File: src/rtl/readout_pkg.sv
// Shared types and helpers for the readout sequencer: FSM state encoding,
// default sizing and the enabled-channel search.
package readout_pkg;

  localparam int RS_NCH = 8;
  localparam int RS_CW  = 16;
  localparam int RS_AW  = 4;

  typedef enum logic [2:0] {
    ST_IDLE,
    ST_SNAP,
    ST_LOAD,
    ST_SHIFT,
    ST_DONE
  } rs_state_t;

  typedef struct packed {
    logic       none;
    logic [3:0] idx;
  } next_ch_t;

  // Lowest set bit of mask at or above index cur; none=1 when no such bit exists.
  function automatic next_ch_t next_en(input logic [15:0] mask, input logic [4:0] cur);
    next_ch_t r;
    r.none = 1'b1;
    r.idx  = '0;
    for (int i = 15; i >= 0; i--) begin
      if (mask[i] && (i >= int'(cur))) begin
        r.none = 1'b0;
        r.idx  = 4'(i);
      end
    end
    return r;
  endfunction

endpackage

File: src/rtl/readout_sequencer_piso.sv
// Parallel-in/serial-out shift register with a bit down-counter; last marks
// the cycle in which the final bit of the word is at the MSB.
module piso_shifter #(
  parameter int CW = 16
) (
  input  logic          clk,
  input  logic          reset,
  input  logic          load,
  input  logic          shift,
  input  logic [CW-1:0] din,
  output logic          msb,
  output logic          last
);

  localparam int CNTW = $clog2(CW);

  logic [CW-1:0]   sr_q;
  logic [CNTW-1:0] cnt_q;

  always_ff @(posedge clk) begin
    if (reset) begin
      sr_q  <= '0;
      cnt_q <= '0;
    end else if (load) begin
      sr_q  <= din;
      cnt_q <= CNTW'(CW - 1);
    end else if (shift) begin
      sr_q  <= {sr_q[CW-2:0], 1'b0};
      cnt_q <= cnt_q - 1'b1;
    end
  end

  assign msb  = sr_q[CW-1];
  assign last = (cnt_q == '0);

endmodule

File: src/rtl/readout_sequencer.sv
// Frame controller: on each RTC rising edge snapshots the counter bank and
// streams every enabled channel's word MSB-first on serial_out.
import readout_pkg::*;

module readout_sequencer #(
  parameter int NCH = RS_NCH,
  parameter int CW  = RS_CW,
  parameter int AW  = RS_AW
) (
  input  logic           clk,
  input  logic           reset,
  input  logic           rtc,
  input  logic [NCH-1:0] chan_en,
  input  logic [CW-1:0]  cnt_data,
  output logic           snap,
  output logic [AW-1:0]  addr,
  output logic           serial_out,
  output logic           sl_out,
  output logic           busy,
  output logic           frame_done,
  output logic           ovf_rtc_out
);

  rs_state_t      state, state_nxt;
  logic           rtc_q;
  logic           rtc_edge;
  logic [NCH-1:0] mask_q;
  logic [AW-1:0]  chan_q, chan_nxt;
  logic           ovf_q;
  logic           load, shift, msb, last;
  logic [15:0]    en_ext, mask_ext;
  next_ch_t       first_ch, following_ch;

  assign rtc_edge = rtc & ~rtc_q;

  // The first channel comes from the live mask (it is being latched this
  // cycle); later channels come from the frozen copy.
  always_comb begin
    en_ext            = '0;
    en_ext[NCH-1:0]   = chan_en;
    mask_ext          = '0;
    mask_ext[NCH-1:0] = mask_q;
    first_ch          = next_en(en_ext, 5'd0);
    following_ch      = next_en(mask_ext, 5'(chan_q) + 5'd1);
  end

  always_ff @(posedge clk) begin
    if (reset) begin
      state  <= ST_IDLE;
      rtc_q  <= 1'b1;
      mask_q <= '0;
      chan_q <= '0;
      ovf_q  <= 1'b0;
    end else begin
      state  <= state_nxt;
      rtc_q  <= rtc;
      chan_q <= chan_nxt;
      if (state == ST_SNAP) mask_q <= chan_en;
      if (rtc_edge && (state != ST_IDLE)) ovf_q <= 1'b1;
      else if (state == ST_SNAP) ovf_q <= 1'b0;
    end
  end

  always_comb begin
    state_nxt  = state;
    chan_nxt   = chan_q;
    snap       = 1'b0;
    addr       = '0;
    serial_out = 1'b0;
    sl_out     = 1'b0;
    busy       = 1'b1;
    frame_done = 1'b0;
    load       = 1'b0;
    shift      = 1'b0;
    case (state)
      ST_IDLE: begin
        busy = 1'b0;
        if (rtc_edge) state_nxt = ST_SNAP;
      end
      ST_SNAP: begin
        snap      = 1'b1;
        chan_nxt  = AW'(first_ch.idx);
        state_nxt = first_ch.none ? ST_DONE : ST_LOAD;
      end
      ST_LOAD: begin
        addr      = chan_q;
        load      = 1'b1;
        state_nxt = ST_SHIFT;
      end
      ST_SHIFT: begin
        addr       = chan_q;
        sl_out     = 1'b1;
        serial_out = msb;
        shift      = 1'b1;
        if (last) begin
          if (following_ch.none) begin
            state_nxt = ST_DONE;
          end else begin
            chan_nxt  = AW'(following_ch.idx);
            state_nxt = ST_LOAD;
          end
        end
      end
      ST_DONE: begin
        frame_done = 1'b1;
        state_nxt  = ST_IDLE;
      end
      default: begin
        busy      = 1'b0;
        state_nxt = ST_IDLE;
      end
    endcase
  end

  assign ovf_rtc_out = ovf_q;

  piso_shifter #(.CW(CW)) u_piso (
    .clk   (clk),
    .reset (reset),
    .load  (load),
    .shift (shift),
    .din   (cnt_data),
    .msb   (msb),
    .last  (last)
  );

endmodule

File: config.mk
export PLATFORM = sky130hd
export DESIGN_NAME = readout_sequencer
export DESIGN_NICKNAME = d
export VERILOG_FILES = /design/src/rtl/readout_pkg.sv /design/src/rtl/readout_sequencer_piso.sv /design/src/rtl/readout_sequencer.sv
export SDC_FILE = /design/constraint.sdc
export NUM_CORES = 1
export LEC_CHECK = 0
export BUFFER_PORTS_ARGS = -buffer_cell sky130_fd_sc_hd__buf_4
export CORE_MARGIN = 2
export CORE_UTILIZATION = 52
export CTS_BUF_LIST = sky130_fd_sc_hd__clkbuf_8
export CTS_CLUSTER_DIAMETER = 150
export DETAILED_ROUTE_END_ITERATION = 16
export MAX_ROUTING_LAYER = met4
export PLACE_DENSITY = 0.78
export RECOVER_POWER = 100
export SLEW_MARGIN = 15
export SYNTH_ARGS = -nofsm -noshare
export SYNTH_HDL_FRONTEND = slang
export SYNTH_SLANG_ARGS = --single-unit
File: constraint.sdc
create_clock -name clk -period 2.2 [get_ports clk]
set_clock_uncertainty 0.1 [all_clocks]
set_input_delay 0.22 -clock clk [delete_from_list [all_inputs] [get_ports clk]]
set_output_delay 0.22 -clock clk [all_outputs]
set_load 0.02 [all_outputs]
== Word level (Yosys, flattened, before mapping) ==
Index checks and enable logic that the tools add are counted.
W data, S select, Z words.
Storage, ports and cells
  register bits after elaboration: 37
  logic and storage cells: 82
  input bits: 27
Cells by class
  add/sub/neg operators: 2
  equal/unequal tests: 7
  bitwise logic cells: 2
  reductions and logical operators: 19
  muxes and demuxes: 37
  magnitude comparators: 8
Operators by type and width (number)
  $mux W5: 16
  $mux W16: 2
  $ge A3 B5 Y1 const A: 4
  $mux W4: 5
  $mux W3: 4
  $pmux W3 S4: 1
  $ge A1 B5 Y1 const A: 2
  $ge A2 B5 Y1 const A: 2
  $logic_and A1 B1 Y1: 9
  $mux W1: 8
  $pmux W4 S2: 1
  $eq A3 B2 Y1 const B: 2
  $ne A2 B2 Y1 const B: 3
  $reduce_bool A2 Y1: 3
  $add A4 B1 Y5 const B: 1
  $logic_not A4 Y1: 1
  $reduce_or A4 Y1: 1
  $sub A4 B1 Y4 const B: 1
  $eq A3 B1 Y1 const B: 1
  $eq A3 B3 Y1 const B: 1
  $logic_not A3 Y1: 1
  $reduce_and A3 Y1: 1
  $reduce_bool A3 Y1: 1
  $reduce_and A2 Y1: 1
  3 further kinds: 3

== Logic depth before layout (Yosys ltp) ==
Gate-level depths: netlist (run 1).
  depth after elaboration: 14
  gate-level depth with buffers: 9
  mapped depth without buffers: 8

== By module ==
From an unflattened synthesis (run 1), not the netlist that was laid out.
Unflattened totals
  cells, all modules: 248
  area, all modules: 2177.1 µm²
Modules (own cells, without submodules)
  readout_sequencer: area an instance 1108.6 µm², cells an instance 142, times used 1, sequential area each 320.3 µm²
  piso_shifter: area an instance 1068.5 µm², cells an instance 106, times used 1, sequential area each 400.4 µm²

== Worst setup path after synthesis (run 1) ==
No wires, ideal clock.
  path kind: register to register
  start point: register chan_q[1]
  end point: register chan_q[2]
  data arrival time: 2.066 ns
  period minus slack after synthesis: 2.285 ns
  data required time: 1.981 ns
  path buffers: 1
  path slack: -0.085 ns
  cell stages (with the launch flop): 9
  path through: dfxtp_1 > inv_1 > ha_1 > clkbuf_4 > a21o_1 > o21ai_0 > a32oi_1 > o41a_1 > o221a_1
On the way
  word-level cells in the longest chain between the ends: 14
  elaborated cells on any way between the ends: 30
  classes of those cells: add/sub (1); order compare (8); eq/ne (1); mux (11); reduce/logical (9)
RTL lines
  start: declaration: line readout_sequencer.sv:28  | logic [AW-1:0] chan_q, chan_nxt;
  start signal: assignment: line readout_sequencer.sv:57  | chan_q <= chan_nxt;
  $add A4 B1 Y5 *: line readout_sequencer.sv:44  | following_ch = next_en(mask_ext, 5'(chan_q) + 5'd1);
  $ge A3 B5 Y1: line readout_pkg.sv:28  | if (mask[i] && (i >= int'(cur))) begin
  $logic_and A1 B1 Y1: line readout_pkg.sv:28
  $mux W5 (7 in series): line readout_pkg.sv:28
  $mux W5 *: line readout_pkg.sv:28
  $mux W4: line readout_sequencer.sv:96  | if (following_ch.none) begin
  $mux W4: line readout_sequencer.sv:95  | if (last) begin
  $pmux W4 S2: line readout_sequencer.sv:75  | case (state)
Every way passes the cells marked *; elsewhere a longest branch is shown, timed or not. The select of a mux whose other input is x is not followed.
A chain may end at the register's enable or synchronous reset.

== Worst setup path after layout (run 1) ==
Ends and elaborated chain as after synthesis.

==> flow_summary_export.csv, run 1 <==
group,metric,value,unit
yosys,synthMuxAreaShare,10.9,%
sta,finalCritPeriodShare,102,%
setup_path,slowest_delay,0.50,ns
yosys,synth_top_area_cell,"dfxtp_1",
finish,finalInstanceArea,0.00244,mm²
floorplanning,pin_count,37,
sta,drv_slew,0,
yosys,synth_top_area_share,35.8,%
floorplanning,die_y,66.2,µm
finish,final_common_cell,"nor2_1",
yosys,synth_xor_area_share,0.870,%
placement,place_area,0.00233,mm²
yosys,synth-compound-area-share,22.2,%
finish,final_nets,308,
clock_network,clk_pin_slew,0.07,ns
finish,antenna_cells,0,
yosys,synth_flop_cell,"dfxtp_1",
placement,dp_hpwl,3040,µm
setup_path,path_delay_family,"compound AO/OA/AOI/OAI gates",
yosys,postSynthAreaPerCell,8.57,µm²
sta,worst_hold_slack,0.0341,ns
global_route,antenna_found_initial,0,
sta,rsz0062_at_grt,"true",
yosys,async_flop_share,0,%
yosys,syn_inst,235,
finish,drive_above_1_share,24.9,%
finish,final_cell_mix,"nor2_1, buf_4, dfxtp_1",
job,maxCapViolations,0,
setup_path,critPathBufInv,1,
floorplanning,chipWidth,66.2,µm
global_route,first_global_vias,1549,
floorplanning,core,0.00369,mm²
global_route,grt_max_degree,31,
sta,fin_crit,2.25,ns
clock_network,clkSinkCount,36,
clock_network,h-tree-depth,2,
power_and_ir_drop,leakagePower,0.915,nW
sta,final-hold-violation-count,0,
clock_network,numCtsBuffers,5,
outcome,violations,"negative setup slack",
setup_path,cp_slowest_cell,"o41a_1",
finish,final_util,66.3,%
drt,drc,0,
drt,wl_per_cell,13.2,µm
clock_network,clock_tree.root_cell,"clkbuf_8",
yosys,syn_area,0.00201,mm²
global_route,track_usage,21.8,%
placement,portBuffers,35,
drt,drt_iter0_drc,122,
sta,worst_pin_slew,1.25,ns
drt,vias,1805,
clock_network,clk_latency,0.29,ns
setup_path,crit_fanout,6,
floorplanning,die_area,0.00439,mm²
yosys,synth_edf_count,0,
yosys,synth-seq-cells,36,
finish,multi_input_area,0.00119,mm²
setup_path,crit_chain,"buf_6 -> ha_4 -> xnor2_4 -> o41ai_2 -> a32oi_1 -> o41a_1 -> o221a_1",
setup_path,startpoint_type,"flop",
sta,setup_viol,2,
yosys,yosysSeqAreaShare,35.8,%
yosys,synthAdderAreaFrac,2.48,%
yosys,synth_cell_types,56,
drt,viasPerCell,5.55,
finish,fillers,328,
setup_path,critPathKind,"flop to flop",
yosys,synth_top_family_by_area,"compound AO/OA/AOI/OAI gates",
drt,first_pass_iters,4,
clock_network,cts_tree,"done",
sta,fin_ws,-0.0472,ns
floorplanning,rows,22,
power_and_ir_drop,cellPowerDensity,519,mW/mm²
drt,routed_wl,4280,µm
yosys,yosys-top-cells-area,"dfxtp_1, mux2i_1, nor2_1",
yosys,yosys_warnings,0,
drt,ant_nets,0,
global_route,grt_pass1_wl,7180,µm
finish,area_growth,21.4,%
outcome,status,"finished with violations",
worst_hold_path,hold_class,"input port to flop",
sta,max_freq,0.445,GHz
clock_network,clockBufferDepth,2,
yosys,synth-simple-area-share,20.6,%
yosys,syn-num-nets,266,
floorplanning,floorplan.initialDensity,54.6,%
setup_path,crit_arrival,2.33,ns
sta,max-slew-margin-rel,16.6,%
setup_path,critPathRequiredTime,2.28,ns
finish,area.sequential,723,µm²
global_route,overflow,0,
power_and_ir_drop,ir_drop,471,µV
placement,dp_slack,0.00601,ns
setup_path,end_kind,"flop",
placement,place_congestion,0.911,
[timing repair]
| action | 4_1_cts | 5_1_grt |
|---|---|---|
| endpoints found under the setup margin | 1 | 5 |
| pin swaps | 1 | 7 |
| hold buffers | 0 | 0 |
| setup buffers | 0 | 5 |
| resized for setup | 1 | 6 |
[cell usage after synthesis (2+ instances only)]
cell type  number
nor2_1         42
dfxtp_1        36
mux2i_1        22
a211oi_1       13
a21oi_1        11
o21ai_0        10
inv_1           9
clkbuf_1        8
nand2_1         8
nor3_1          5
and2_1          4
ha_1            4
nand3_1         4
nand2b_1        3
nor2b_1         3
o221a_1         3
a2111oi_0       2
a22oi_1         2
buf_1           2
buf_6           2
clkbuf_8        2
nor3b_1         2
o21ai_1         2
o221ai_1        2
o41ai_1         2
xnor2_1         2
[cell families (layout without fill, tap and decap cells)]
group / Yosys count / in the layout
compound gates: 61 / 61
xor+xnor: 2 / 2
fa+ha+maj: 4 / 4
buf+inv: 26 / 68
flops: 36 / 36
mux: 22 / 22
other cells: 1 / 1
simple gates: 83 / 83
[worst paths after layout]
path / cells past startpoint / slack [ns] / endpoint / from
max: 7 / -0.05 / chan_q[2] / chan_q[1]
min: 2 / 0.03 / rtc_q / rtc
max reg2reg: 7 / -0.05 / chan_q[2] / chan_q[1]
min reg2reg: 2 / 0.37 / u_piso.sr_q[0] / u_piso.sr_q[0]
[metal layers]
metal	vias up	track usage, %	wire (µm)
li1	924	-	-
met1	819	29.2	2100
met2	54	31.9	1860
met3	8	3.92	222
met4	0	9.95	93
met5	-	-	0
[where the power goes]
part	leakage [nW]	total, mW	switching, mW	internal (mW)
sequential	0.292	0.671	0.00904	0.662
combinational	0.578	0.156	0.0771	0.0788
clock	0.0452	0.442	0.232	0.211
[state kept, by name (all words and copies together) (netlist names)]
register,count
chan_q,3
mask_q,8
ovf_rtc_out,1
rtc_q,1
state,3
u_piso.cnt_q,4
u_piso.sr_q,16
[cell type report]
class,count,share of cell area [%]
inverter,9,1.38
sequential,36,29.6
timing repair buffer,52,14.8
tap,48,2.46
clock buffer,5,2.81
multi-input combinational,173,48.6
clock inverter,2,0.358
[through the flow]
step / total power, mW / setup TNS, ns / instances
floorplan: 0.774 / 0 / 235
global route: 1.32 / -0.430 / 325
detailed placement: 0.835 / 0 / 313
CTS: 1.27 / 0 / 320
global placement: 0.833 / 0 / 313
finish: 1.27 / -0.0526 / 325
(Power assumes the default switching activity.)
==> run 2: changes to the inputs <==
--- a/config.mk
+++ b/config.mk
@@ -7,12 +7,11 @@
 export LEC_CHECK = 0
 export BUFFER_PORTS_ARGS = -buffer_cell sky130_fd_sc_hd__buf_4
 export CORE_MARGIN = 2
-export CORE_UTILIZATION = 52
+export CORE_UTILIZATION = 30
 export CTS_BUF_LIST = sky130_fd_sc_hd__clkbuf_8
 export CTS_CLUSTER_DIAMETER = 150
 export DETAILED_ROUTE_END_ITERATION = 16
 export MAX_ROUTING_LAYER = met4
-export PLACE_DENSITY = 0.78
 export RECOVER_POWER = 100
 export SLEW_MARGIN = 15
 export SYNTH_ARGS = -nofsm -noshare
==> run 2 against run 1 <==
The run now ends clean; routed wire length is 6.4% higher; register-to-register slack better by 0.15 ns; highest routed layer unchanged; count of clock-buffer cells in the layout stayed put; non-clock buffer count fell by 6; largest cell class unchanged.
==> flow_summary_export.csv, run 2 (same netlist as run 1, synthesis figures left out) <==
group,metric,value,unit
outcome,status,"finished clean",
sta,worst_hold_slack,0.0257,ns
finish,reg_top3,"u_piso.sr_q: 16 flops, mask_q: 8 flops, u_piso.cnt_q: 4 flops",
clock_network,numCtsBuffers,5,
floorplanning,die_area,0.00739,mm²
finish,final_common_cell,"nor2_1",
drt,wl_per_cell,13.0,µm
finish,drive_above_1_share,22.4,%
drt,ant_nets,0,
drt,viasPerCell,5.05,
clock_network,clock_tree.root_cell,"clkbuf_8",
global_route,overflow,0,
sta,fin_crit,2.10,ns
power_and_ir_drop,combPwrFrac,11.0,%
clock_network,cts_tree,"done",
clock_network,clk_pin_slew,0.08,ns
power_and_ir_drop,p_sw,319,µW
drt,drc,0,
sta,drv_slew,0,
clock_network,clk_latency,0.29,ns
power_and_ir_drop,p_int,1.07,mW
setup_path,end_kind,"flop",
power_and_ir_drop,swShare,23.0,%
global_route,grt_max_degree,41,
drt,drt_iter0_drc,69,
sta,max_freq,0.477,GHz
worst_hold_path,hold_class,"input port to flop",
finish,final_nets,302,
power_and_ir_drop,clkPwrFrac,40.7,%
placement,dp_cells,340,
floorplanning,rows,29,
floorplanning,floorplan.initialDensity,31.4,%
global_route,track_usage,13.0,%
drt,first_pass_iters,4,
sta,max-slew-margin-rel,6.67,%
sta,final-hold-violation-count,0,
placement,place_congestion,0.897,
power_and_ir_drop,leakagePower,0.889,nW
global_route,first_global_vias,1663,
floorplanning,core,0.00642,mm²
placement,place_area,0.00236,mm²
finish,fillers,628,
setup_path,critPathRequiredTime,2.28,ns
sta,finalCritPeriodShare,95.4,%
finish,regMostFlops,"u_piso.sr_q",
clock_network,clockBufferDepth,2,
setup_path,ff2ff_setup_slack,0.10,ns
power_and_ir_drop,power_frac_seq,48.3,%
setup_path,startpoint_type,"flop",
job,maxCapViolations,0,
finish,final_cells,349,
finish,largest_reg_flops,16,
drt,vias,1764,
power_and_ir_drop,ir_drop,300,µV
global_route,antenna_found_initial,0,
setup_path,critPathKind,"flop to flop",
placement,dp_hpwl,3250,µm
floorplanning,pin_count,37,
sta,setup_viol,0,
finish,area_growth,21.6,%
clock_network,h-tree-depth,2,
setup_path,crit_fanout,5,
setup_path,crit_arrival,2.18,ns
global_route,grt_pass1_wl,7560,µm
drt,routed_wl,4550,µm
sta,rsz0062_at_grt,"false",
finish,final_cell_mix,"nor2_1, buf_4, dfxtp_1",
clock_network,clkSinkCount,36,
power_and_ir_drop,cellPowerDensity,566,mW/mm²
placement,portBuffers,35,
sta,worst_pin_slew,1.40,ns
finish,finalInstanceArea,0.00245,mm²
finish,antenna_cells,0,
floorplanning,die_y,85.9,µm
floorplanning,chipWidth,85.9,µm
==> run 2: changes by cell type in the layout (fill, tap and decap cells not counted), moves of 2 or more <==
cell,delta
and2_0,+2
and2_1,-2
buf_4,-3
clkbuf_2,-2
==> run 2: per-layer routing <==
metal	global-route usage, %	routed length [µm]	vias to the layer above
met5	-	0	-
met4	6.49	80	0
met3	2.69	115	6
met2	19.9	2140	33
met1	16.3	2210	816
li1	-	-	909
==> run 2: critical path, stage by stage, from the launching register on <==
cell     delay [ns]
dfxtp_2        0.35
buf_4          0.15
ha_1           0.19
a21o_1         0.20
o21ai_1        0.14
a32oi_1        0.12
o41a_1         0.49
o221a_1        0.25
==> run 2: area by class of cell <==
cell class / instances / area [µm²] / share of cell area [%]
Sequential cell: 36 / 726 / 29.6
Clock buffer: 5 / 68.8 / 2.81
Timing Repair Buffer: 46 / 334 / 13.6
Clock inverter: 3 / 38.8 / 1.58
Inverter: 9 / 33.8 / 1.38
Tap cell: 77 / 96.3 / 3.93
Multi-Input combinational cell: 173 / 1150 / 47.0
==> run 2: worst paths after layout <==
path                       start              to  cells after the start
hold / removal               rtc           rtc_q                      2
hold reg to reg   u_piso.sr_q[0]  u_piso.sr_q[0]                      2
setup / recovery       chan_q[0]       chan_q[2]                      7
setup reg to reg       chan_q[0]       chan_q[2]                      7
==> run 2: through the flow <==
stage | total power [mW] | TNS [ns] | setup WS (ns) | util [%]
after floorplan | 0.774 | 0 | 0.0101 | -
after global placement | 0.837 | 0 | 0.0332 | 36.8
after detailed placement | 0.837 | -0.0514 | -0.0319 | 36.8
after CTS | 1.41 | 0 | 0.0787 | 38.7
after global routing | 1.45 | 0 | 0.0000946 | 38.1
final | 1.39 | 0 | 0.101 | 38.1
==> run 2: what timing repair did <==
action | in CTS | in global routing
hold buffers | 0 | 0
buffers inserted | 0 | 1
resized for setup | 1 | 2
endpoints found under the setup margin | 2 | 2
pin swaps | 1 | 3
==> run 2: power groups by stage <==
stage / Sequential [mW] / Combinational, mW / Clock [mW]
final: 0.670 / 0.153 / 0.564
after global routing: 0.671 / 0.169 / 0.610
after CTS: 0.671 / 0.155 / 0.583
after detailed placement: 0.686 / 0.152 / 0
after global placement: 0.686 / 0.152 / 0
after floorplan: 0.682 / 0.0921 / 0
